==> src/rtl/ssd_pkg.sv <==
// Shared definitions for the seven-segment display bus.
// Segment pattern constants (bit6=a ... bit0=g, 1 = lit) are also used by the
// display driver, so the encode and readback sides cannot drift apart.
package ssd_pkg;

  localparam logic [6:0] SEG_0 = 7'h7E;
  localparam logic [6:0] SEG_1 = 7'h30;
  localparam logic [6:0] SEG_2 = 7'h6D;
  localparam logic [6:0] SEG_3 = 7'h79;
  localparam logic [6:0] SEG_4 = 7'h33;
  localparam logic [6:0] SEG_5 = 7'h5B;
  localparam logic [6:0] SEG_6 = 7'h5F;
  localparam logic [6:0] SEG_7 = 7'h70;
  localparam logic [6:0] SEG_8 = 7'h7F;
  localparam logic [6:0] SEG_9 = 7'h73;
  localparam logic [6:0] SEG_A = 7'h77;
  localparam logic [6:0] SEG_B = 7'h1F;
  localparam logic [6:0] SEG_C = 7'h4E;
  localparam logic [6:0] SEG_D = 7'h3D;
  localparam logic [6:0] SEG_E = 7'h4F;
  localparam logic [6:0] SEG_F = 7'h47;

  typedef enum logic {
    SYNC    = 1'b0,
    HAVE_LO = 1'b1
  } cap_state_t;

endpackage

==> src/rtl/ssd_seg_decode.sv <==
// Combinational segment pattern to hex nibble decoder.
// Ports:
//   seg    in  7  segment pattern (bit6=a ... bit0=g)
//   nib    out 4  decoded nibble (0 when illegal)
//   legal  out 1  pattern is one of the sixteen hex glyphs
module ssd_seg_decode
  import ssd_pkg::*;
(
  input  logic [6:0] seg,
  output logic [3:0] nib,
  output logic       legal
);

  always_comb begin
    nib   = 4'h0;
    legal = 1'b1;
    case (seg)
      SEG_0:   nib = 4'h0;
      SEG_1:   nib = 4'h1;
      SEG_2:   nib = 4'h2;
      SEG_3:   nib = 4'h3;
      SEG_4:   nib = 4'h4;
      SEG_5:   nib = 4'h5;
      SEG_6:   nib = 4'h6;
      SEG_7:   nib = 4'h7;
      SEG_8:   nib = 4'h8;
      SEG_9:   nib = 4'h9;
      SEG_A:   nib = 4'hA;
      SEG_B:   nib = 4'hB;
      SEG_C:   nib = 4'hC;
      SEG_D:   nib = 4'hD;
      SEG_E:   nib = 4'hE;
      SEG_F:   nib = 4'hF;
      default: legal = 1'b0;
    endcase
  end

endmodule

==> src/rtl/ssd_capture.sv <==
// Readback decoder for the two-digit multiplexed seven-segment bus.
// Recovers the displayed byte, flags illegal glyphs and a stalled multiplex.
// Ports:
//   clk      in   1  system clock
//   rst      in   1  asynchronous active-high reset
//   ssd      in   7  segment lines (bit6=a ... bit0=g)
//   ssdcat   in   1  cathode select (0 = low nibble, 1 = high nibble)
//   value    out  8  last complete frame {hi,lo}
//   valid    out  1  one-cycle pulse when value updates
//   bad_seg  out  1  one-cycle pulse on a qualified illegal pattern
//   err_cnt  out  8  saturating count of illegal patterns
//   stale    out  1  cathode has not toggled for TIMEOUT cycles
module ssd_capture #(
  parameter int STABLE_CYCLES = 1,
  parameter int TIMEOUT       = 1000
) (
  input  logic       clk,
  input  logic       rst,
  input  logic [6:0] ssd,
  input  logic       ssdcat,
  output logic [7:0] value,
  output logic       valid,
  output logic       bad_seg,
  output logic [7:0] err_cnt,
  output logic       stale
);
  import ssd_pkg::*;

  localparam int TW = $clog2(TIMEOUT + 1);
  localparam logic [TW-1:0] TO_MAX = TW'(TIMEOUT);

  logic [6:0]    r_ssd;
  logic          r_cat;
  logic [7:0]    run;
  logic          fired;
  logic [3:0]    lo;
  logic [TW-1:0] to_cnt, to_cnt_next;
  cap_state_t    state, state_next;

  logic       sample_new, cat_change, qual, to_hit;
  logic [3:0] nib;
  logic       legal;
  logic       val_load, lo_load, bad;

  ssd_seg_decode u_dec (
    .seg   (r_ssd),
    .nib   (nib),
    .legal (legal)
  );

  assign sample_new = ({ssd, ssdcat} != {r_ssd, r_cat});
  assign cat_change = (ssdcat != r_cat);

  // fired stops a run that saturates at 255 from re-qualifying every cycle
  assign qual = (run == 8'(STABLE_CYCLES)) && !fired;

  assign to_cnt_next = cat_change ? '0 :
                       (to_cnt == TO_MAX) ? to_cnt : to_cnt + 1'b1;
  // one-shot: only the edge on which the counter first reaches TIMEOUT
  assign to_hit = (to_cnt != TO_MAX) && (to_cnt_next == TO_MAX);

  always_comb begin
    state_next = state;
    val_load   = 1'b0;
    lo_load    = 1'b0;
    bad        = 1'b0;
    if (qual) begin
      if (!legal) begin
        bad        = 1'b1;
        state_next = SYNC;
      end else if (!r_cat) begin
        lo_load    = 1'b1;
        state_next = HAVE_LO;
      end else if (state == HAVE_LO) begin
        val_load   = 1'b1;
        state_next = SYNC;
      end
    end
    if (to_hit) state_next = SYNC;
  end

  always_ff @(posedge clk or posedge rst) begin
    if (rst) begin
      r_ssd   <= '0;
      r_cat   <= 1'b0;
      run     <= '0;
      fired   <= 1'b0;
      lo      <= '0;
      state   <= SYNC;
      to_cnt  <= '0;
      stale   <= 1'b0;
      value   <= '0;
      valid   <= 1'b0;
      bad_seg <= 1'b0;
      err_cnt <= '0;
    end else begin
      r_ssd <= ssd;
      r_cat <= ssdcat;
      if (sample_new) begin
        run   <= 8'd1;
        fired <= 1'b0;
      end else begin
        if (run != 8'hFF) run <= run + 8'd1;
        if (qual) fired <= 1'b1;
      end
      state  <= state_next;
      to_cnt <= to_cnt_next;
      if (cat_change)  stale <= 1'b0;
      else if (to_hit) stale <= 1'b1;
      if (lo_load)  lo    <= nib;
      if (val_load) value <= {nib, lo};
      valid   <= val_load;
      bad_seg <= bad;
      if (bad && err_cnt != 8'hFF) err_cnt <= err_cnt + 8'd1;
    end
  end

endmodule

==> config.mk <==
export PLATFORM = sky130hd
export DESIGN_NAME = ssd_capture
export DESIGN_NICKNAME = d
export VERILOG_FILES = /design/src/rtl/ssd_pkg.sv /design/src/rtl/ssd_seg_decode.sv /design/src/rtl/ssd_capture.sv
export SDC_FILE = /design/constraint.sdc
export NUM_CORES = 1
export LEC_CHECK = 0
export ABC_CLOCK_PERIOD_IN_PS = 2550
export BUFFER_PORTS_ARGS = -buffer_cell sky130_fd_sc_hd__buf_2
export CAP_MARGIN = 5
export CORE_MARGIN = 3
export CORE_UTILIZATION = 52
export DETAILED_ROUTE_END_ITERATION = 6
export GPL_ROUTABILITY_DRIVEN = 0
export PLACE_DENSITY = 0.75
export REMOVE_ABC_BUFFERS = 1
export SYNTH_ARGS = -nofsm -noshare
export SYNTH_HDL_FRONTEND = slang
export SYNTH_HIERARCHICAL = 1
export SYNTH_SLANG_ARGS = --single-unit
==> constraint.sdc <==
create_clock -name clk -period 2.55 [get_ports clk]
set_clock_uncertainty 0.2 [all_clocks]
set_input_delay 0.255 -clock clk [delete_from_list [all_inputs] [get_ports clk]]
set_output_delay 0.255 -clock clk [all_outputs]
set_load 0.02 [all_outputs]
# After elaboration in Yosys (flattened, before gate mapping)
# Cells that the tools add are included.
[word_totals] reg_bits=51 word_cells=69 out_inout_bits=19
[classes] muxes=21 n_eq_ne=24 add_sub_neg=3 n_reduce_logical=9
[ops] op="equality test 7 bit, second input constant" count=12
[ops] op="case mux 4 bit (15 select lines)" count=1
[ops] op="equality test 7 x 6 -> 1 bit, second input constant" count=3
[ops] op="equality test 10 bit, second input constant" count=2
[ops] op="2-to-1 mux 10 bit" count=2
[ops] op="adder 8 x 1 -> 8 bit, second input constant" count=2
[ops] op="2-to-1 mux 1 bit" count=16
[ops] op="2-to-1 mux 8 bit" count=2
[ops] op="inequality test 8 bit, second input constant" count=2
[ops] op="OR reduction 16 bit" count=1
[ops] op="adder 10 x 1 -> 10 bit, second input constant" count=1
[ops] op="inequality test 10 bit, second input constant" count=1
[ops] op="equality test 8 x 1 -> 1 bit, second input constant" count=1
[ops] op="inequality test 8 bit" count=1
[ops] op="nonzero test 2 bit" count=4
[ops] op="equality test 7 x 5 -> 1 bit, second input constant" count=1
[ops] op="logical AND 1 bit" count=3
[ops] op="zero test 1 bit" count=1
[ops] op="inequality test 1 bit" count=1

# Depth between registers and ports, before layout
# Gate-level depths: netlist of run 1.
[depth] word_depth=7 mapped_depth=8 ltp_nobuf=7

# Hierarchy
# Netlist of run 1, hierarchy kept.
[modules_own_cells] mod="ssd_capture" n_inst=1 cells_per_inst=195 area_each_um2=2312.2
[modules_own_cells] mod="ssd_seg_decode" n_inst=1 cells_per_inst=53 area_each_um2=351.6

# Least setup slack after synthesis of run 1
# No wires, ideal clock.
[synth_path] path_kind="register -> register" startpoint="register r_ssd[0]" endpoint="register err_cnt[1]" n_path_buf=1 path_stages_with_launch=8 arrival_ns=2.321 t_required_ns=2.223 path_slack_ns=-0.098 path_cell_list="dfrtp_1 buf_2 nand4b_2 o22a_2 a21bo_1 or4b_1 a311oi_4 mux2_1"
[synth_between] elab_chain_cells=6 elab_cells_between_ends=21 classes_between="eq/ne (16); mux (3); reduce/logical (2)"
[synth_rtl] element="start: declaration" line_no="ssd_capture.sv:32" source="logic [6:0] r_ssd;"
[synth_rtl] element="start signal: assignment" line_no="ssd_capture.sv:97" source="r_ssd <= ssd;"
[synth_rtl] element="equality test 7 bit, or another cell as far along" line_no="ssd_seg_decode.sv:17" source="case (seg)"
[synth_rtl] element="OR reduction 16 bit (no line) (*)"
[synth_rtl] element="2-to-1 mux 1 bit (*)" line_no="ssd_seg_decode.sv:17"
[synth_rtl] element="net legal" line_no="ssd_capture.sv:42" source="logic legal;"
[synth_rtl] element="2-to-1 mux 1 bit (*)" line_no="ssd_capture.sv:68" source="if (!legal) begin"
[synth_rtl] element="2-to-1 mux 1 bit (*)" line_no="ssd_capture.sv:67" source="if (qual) begin"
[synth_rtl] element="logical AND 1 bit (*)" line_no="ssd_capture.sv:114" source="if (bad && err_cnt != 8'hFF) err_cnt <= err_cnt + 8'd1;"
[synth_rtl] element="end signal: assignment" line_no="ssd_capture.sv:114"
[synth_rtl] element="end: declaration" line_no="ssd_capture.sv:24" source="output logic [7:0] err_cnt,"
# Mark *: on every way through the listed nets, which the timed path passes. The rest lies on a longest branch.
# A chain may end at the register's enable or synchronous reset.

# Worst setup path in the final report of run 1
[layout_path] startpoint="register r_ssd[3]" endpoint="register err_cnt[1]"
# The elaborated chain is that of the path after synthesis.

==> metrics.csv, run 1 <==
metric,value,unit
drv_slew,0,
hold_viol_final,0,
synth_top_area_share,0.479,
ys_top_cells_by_count,"dfrtp_1, nor2_1, xor2_1",
yosysSeqAreaShare,0.479,
p_seq_frac,0.469,
rsz0062_at_grt,true,
num_vias,2160,
synth-seq-cells,51,
cp.arrival,2720,ps
syn_area_per_cell,10.7,sq um
reg2reg_to,err_cnt[1]$_DFFE_PP0P_,
setup_viol,21,
wl,5.92,mm
clock_power_share,0.309,
switching_share,0.294,
synthTopCellsByArea,"dfrtp_1, mux2_2, xor2_1",
grt_pass1_wl,10.1,mm
dr.pass1.iters,4,
dieArea,0.00602,sq mm
ir_drop,567,uV
slowest_stage,or4b_4,
initial_core_util,0.549,
yosys.area.top_type,dfrtp_1,
powerDensity,620,mW/mm^2
clock_path_buffers,2,
hold_path_class,reg -> reg,
cts_buffers,5,
die_h,77.6,um
post-route-util,0.715,
startpoint,r_ssd[3]$_DFF_PP0_,
antenna_left,0,
drv_cap,0,
core_area,0.00485,sq mm
globalRoute.totalOverflow,0,
worst_slew_margin_rel,0.522,
grt_max_degree,35,
antenna_found_initial,0,
hold_start,err_cnt[4]$_DFFE_PP0P_,
htree_levels,2,
fin_cells,388,
setup.worst_path.end,err_cnt[1]$_DFFE_PP0P_,
min_period,2730,ps
dp_cells,362,
combPwrFrac,0.222,
cts_root_buf,clkbuf_8,
timing.final.ws_setup,-180,ps
path_cells,o211ai_1 > o22a_2 > a21bo_1 > or4b_4 > a311oi_4 > buf_4 > mux2_4,
p_sw,0.633,mW
syn2layout_area_growth,30.2,%
cts.sinks,51,
synth_async_sr_flop_share,1.00,
clkSlewWorstSetupHoldPaths,100,ps
yosysUniqueCellTypes,53,
netlist_area,0.00266,sq mm
hpwl,3.86,mm
drt_iter0_markers,118,
dpl_worst_slack,-216,ps
grtUsageTotal,0.209,
grt_pass1_vias,2071,
drive_gt1_frac,0.331,
cts_tree,yes,
synth_edf_count,0,
io_buffers,28,
path_max_fanout,7,
num_rows,25,
cp-end-kind,flop,
vias_per_cell,5.57,
reg2reg_from,r_ssd[3]$_DFF_PP0_,
synth_most_common_cell,dfrtp_1,
worst_slew_pin_slew,716,ps
critPathMaxStageDelay,580,ps
nets,334,
worstPathRequired,2540,ps
clock_latency,300,ps
io_pins,29,
crit_type,reg -> reg,
final.period_utilization,1.07,
leakage,1.66,nW
syn_inst,248,
rrSetupSlack,-180,ps
avgRoutedWirePerCell,15.3,um
outcome,finished with violations,
total_power,2.15,mW
fmax,366,MHz
start_kind,flop,
yosys_warnings,6,
fp.dieW,77.6,um
drcViolationCount,0,
p_int,1.52,mW
violations,negative setup slack,
worstRegToRegCells,7,
ys.flop_type,dfrtp_1,
area by class of cell:
class | count | area (sq um)
fillers | 348 | 1380
well taps | 67 | 83.8
inverters | 7 | 26.3
clock buffers | 5 | 68.8
flip-flops and latches | 51 | 1280
clock inverters | 3 | 67.6
multi-input cells | 181 | 1420
diodes | 1 | 2.50
repair buffers | 73 | 523
worst min path at each step:
stage | cells past startpoint | slack, ps | to
after floorplan | 0 | 90 | r_cat$_DFF_PP0_
after global placement | 1 | 190 | r_ssd[2]$_DFF_PP0_
after detailed placement | 1 | 190 | r_ssd[0]$_DFF_PP0_
after CTS | 1 | 300 | err_cnt[4]$_DFFE_PP0P_
after global routing | 1 | 330 | err_cnt[5]$_DFFE_PP0P_
final | 1 | 290 | err_cnt[4]$_DFFE_PP0P_
per-layer routing:
layer / wire length, um / GRT usage / part of all wire
met5: 0 / 0 / 0
met4: 91 / 0.0765 / 0.015
met3: 224 / 0.0383 / 0.038
met2: 2890 / 0.331 / 0.49
met1: 2720 / 0.287 / 0.46
registers in the layout, summed over array words and instances (netlist names):
register	cells
run	8
lo	4
r_ssd	7
value	8
bad_seg	1
fired	1
stale	1
state	1
err_cnt	8
r_cat	1
valid	1
to_cnt	10
kinds of logic after synthesis:
kind of cell    count (synthesis)  synth area share
compound gates                 34            0.0958
xor+xnor                       26            0.0855
fa+ha+maj                       5            0.0235
buf+inv                        17            0.0263
flops                          51             0.479
mux                            15            0.0625
simple gates                  100             0.227
metrics by stage:
stage / TNS (ps) / cell area, sq um / hold slack, ps
2_1_floorplan: -1110 / 2620 / 86.4
3_3_place_gp: -2310 / 3060 / 186
3_5_place_dp: -3190 / 3060 / 188
4_1_cts: -338 / 3400 / 296
5_1_grt: -3630 / 3470 / 329
6_report: -2180 / 3470 / 293
critical path: cells and delay by family (launching register included):
kind                   cells  cell delay [ps]
AOI/OAI and AO/OA          4              910
and+or+nand+nor            1              580
DFF                        1              470
muxes                      1              290
buffers and inverters      1              170
timing repair:
action                     in CTS  in global routing
cloned                          1                  0
setup endpoints to repair      21                 21
hold endpoints to repair       40                  0
buffers inserted                5                  2
pin swaps                       2                  2
hold buffers                    9                  0
gates resized for setup        17                 13
layout by cell type (no fill, tap or decap), types with 3 or more instances in the layout:
| master | n |
|---|---|
| nand3b_1 | 6 |
| buf_4 | 30 |
| nor4_1 | 3 |
| nor2_1 | 23 |
| nand4_1 | 10 |
| buf_6 | 6 |
| buf_2 | 28 |
| nor2b_1 | 4 |
| and3_1 | 7 |
| nand2b_1 | 3 |
| o21ai_0 | 3 |
| nand3_1 | 10 |
| a21oi_1 | 4 |
| nand4b_1 | 3 |
| a211oi_1 | 5 |
| mux2_4 | 13 |
| dfrtp_1 | 47 |
| nand2_1 | 14 |
| clkbuf_8 | 5 |
| dlygate4sd3_1 | 9 |
| dfrtp_2 | 4 |
| ha_1 | 5 |
| xnor2_1 | 11 |
| xor2_1 | 14 |
| inv_1 | 6 |
| a31oi_1 | 4 |
power groups by stage:
stage                     Sequential (mW)  Clock (mW)  Combinational (mW)
after floorplan                      1.08           0               0.197
after global placement               1.01           0               0.419
after detailed placement             1.01           0               0.427
after CTS                            1.00       0.675               0.472
after global routing                 1.03       0.713               0.523
final                                1.01       0.665               0.478
No activity file was read; power rests on OpenSTA's default activity.
==> run 2, diff against run 1 <==
--- a/config.mk
+++ b/config.mk
@@ -5,14 +5,15 @@
 export SDC_FILE = /design/constraint.sdc
 export NUM_CORES = 1
 export LEC_CHECK = 0
-export ABC_CLOCK_PERIOD_IN_PS = 2550
+export ABC_CLOCK_PERIOD_IN_PS = 2800
 export BUFFER_PORTS_ARGS = -buffer_cell sky130_fd_sc_hd__buf_2
 export CAP_MARGIN = 5
 export CORE_MARGIN = 3
-export CORE_UTILIZATION = 52
+export CORE_UTILIZATION = 58
+export CTS_CLUSTER_SIZE = 12
 export DETAILED_ROUTE_END_ITERATION = 6
 export GPL_ROUTABILITY_DRIVEN = 0
-export PLACE_DENSITY = 0.75
+export PLACE_DENSITY = 0.79
 export REMOVE_ABC_BUFFERS = 1
 export SYNTH_ARGS = -nofsm -noshare
 export SYNTH_HDL_FRONTEND = slang
==> constraint.sdc (replaced) <==
create_clock -name clk -period 2.8 [get_ports clk]
set_clock_uncertainty 0.2 [all_clocks]
set_input_delay 0.28 -clock clk [delete_from_list [all_inputs] [get_ports clk]]
set_output_delay 0.28 -clock clk [all_outputs]
set_load 0.02 [all_outputs]
==> run 2 against run 1 <==
The run now ends clean. Final cell count down 8.2%. Combinational power shrank 14%. Cell area shrank 8.0%. Worst setup slack gained 240 ps. Fmax fell by 0.40%. Clock power shrank 38%. Utilization grew 1.2 points. Non-clock buffer count is 15 lower. Flip-flop and latch count is the same. Sequential share of layout area rose by 3.3 points. First-iteration DRC count increased by 0.85%. Critical path depth grew 1.
==> metrics.csv, run 2 (synthesis gave the netlist of run 1 again) <==
metric,value,unit,change
min_period,2740,ps,+11.1 ps
outcome,"complete, no violations",,
timing.final.ws_setup,58.8,ps,+239 ps
hpwl,3.82,mm,-0.96%
worst_slew_pin_slew,575,ps,-141 ps
start_kind,flop,,
leakage,1.50,nW,-9.5%
critPathMaxStageDelay,550,ps,-30 ps
dpl_worst_slack,-5.09,ps,+210 ps
post-route-util,0.728,,+0.0124
io_pins,29,,unchanged
whs,307,ps,+13.8 ps
hold_start,value[7]$_DFFE_PP0P_,,
core_area,0.00438,sq mm,-9.6%
globalRoute.totalOverflow,0,,unchanged
dr.pass1.iters,5,,+1
grtUsageTotal,0.218,,+0.00884
drive_gt1_frac,0.296,,-0.0352
clkSlewWorstSetupHoldPaths,90,ps,about the same
worstPathRequired,2790,ps,+250 ps
clock_latency,310,ps,about the same
antenna_found_initial,0,,unchanged
num_vias,2105,,-2.5%
cp.arrival,2730,ps,about the same
die_h,73.8,um,-4.9%
nets,318,,-4.8%
final.period_utilization,0.979,,-0.0916
cts.sinks,51,,unchanged
setup_viol,0,,-100%
drt_iter0_markers,119,,+0.85%
final_common_cell,dfrtp_1,,
largest_reg_flops,10,,unchanged
grt_pass1_vias,2007,,-3.1%
avgRoutedWirePerCell,15.5,um,+1.4%
cts_buffers,5,,unchanged
num_rows,24,,-4.0%
path_common_cell,buf_4,,
cts_root_buf,clkbuf_8,,
path_max_fanout,10,,+3
initial_core_util,0.608,,+0.0582
clock_path_buffers,2,,unchanged
drv_cap,0,,unchanged
grt_pass1_wl,9.15,mm,-9.5%
startpoint,r_ssd[0]$_DFF_PP0_,,
tns,0,ps,+2180 ps
design_area,0.00319,sq mm,-8.0%
placedInstanceArea,0.00295,sq mm,-3.6%
htree_levels,2,,unchanged
vias_per_cell,5.91,,+6.2%
hold_viol_final,0,,unchanged
worst_slew_margin_rel,0.616,,+0.0940
syn2layout_area_growth,19.8,%,
hold_path_class,reg -> reg,,
dieArea,0.00544,sq mm,-9.6%
cts_tree,yes,,
drcViolationCount,0,,unchanged
top_register,to_cnt,,
path_cells,buf_4 > and3_2 > a21bo_1 > or4b_4 > a311oi_4 > buf_4 > nand4_1 > xnor2_1,,
crit_type,reg -> reg,,
cp-end-kind,flop,,
slowest_stage,or4b_4,,
reg2reg_from,r_ssd[0]$_DFF_PP0_,,
fmax,365,MHz,-0.40%
io_buffers,28,,unchanged
antenna_cells,0,,-1
final_cell_mix,"dfrtp_1, buf_2, nor2_1",,
grt_max_degree,29,,-17%
wl,5.51,mm,-6.9%
drv_slew,0,,unchanged
ir_drop,615,uV,+8.5%
antenna_left,0,,unchanged
powerDensity,547,mW/mm^2,-12%
fp.dieW,73.8,um,-4.9%
rsz0062_at_grt,true,,
-- run 2: cell count changes in the layout (fill, tap and decap cells not counted), moves of 2 or more --
cell       before  now
dfrtp_2         4    6
buf_4          30   21
bufinv_16       2    0
mux2_2          0   12
mux2_4         13    1
buf_6           6    0
dfrtp_1        47   45
-- run 2: path summary, 6_finish.rpt --
check	end	slack [ps]	cells past startpoint
min	value[7]$_DFFE_PP0P_	310	1
min in group asynchronous	r_ssd[0]$_DFF_PP0_	450	3
max	err_cnt[5]$_DFFE_PP0P_	60	8
max in group asynchronous	value[5]$_DFFE_PP0P_	1330	4
min reg2reg	value[7]$_DFFE_PP0P_	310	1
max reg2reg	err_cnt[5]$_DFFE_PP0P_	60	8
-- run 2: critical path, delay by kind of cell (launching register included) --
family / cells / cell delay, ps
AO/OA/AOI/OAI: 2 / 540
XOR/XNOR: 1 / 160
buffers and inverters: 2 / 390
flip-flops: 1 / 430
AND/OR/NAND/NOR: 3 / 900
-- run 2: repair_timing --
item	4_1_cts	5_1_grt
hold buffers	9	0
buffers inserted	0	4
endpoints found under the setup margin	4	17
endpoints found under the hold margin	34	0
gates resized for setup	2	8
pin swaps	0	2
-- run 2: layout make-up --
type	count	area, sq um
inverters	7	26.3
clock buffers	5	68.8
multi-input cells	180	1340
repair buffers	58	388
clock inverters	3	20.0
flip-flops and latches	51	1280
fillers	297	1190
well taps	52	65.1
-- run 2: through the flow --
step           instances  total power, mW
2_1_floorplan        238             1.16
3_3_place_gp         335             1.29
3_5_place_dp         335             1.30
4_1_cts              352             1.74
5_1_grt              356             1.84
6_report             356             1.75
-- run 2: report_power, final --
group	switching, mW	internal (mW)
Sequential	0.107	0.814
Clock	0.241	0.174
Combinational	0.217	0.193
Total	0.565	1.18
-- run 2: routing by layer --
layer	track usage	vias up	wire, um
li1	-	1001	-
met1	0.288	1040	2440
met2	0.344	47	2710
met3	0.0534	17	227
met4	0.0845	0	141
met5	0	-	0
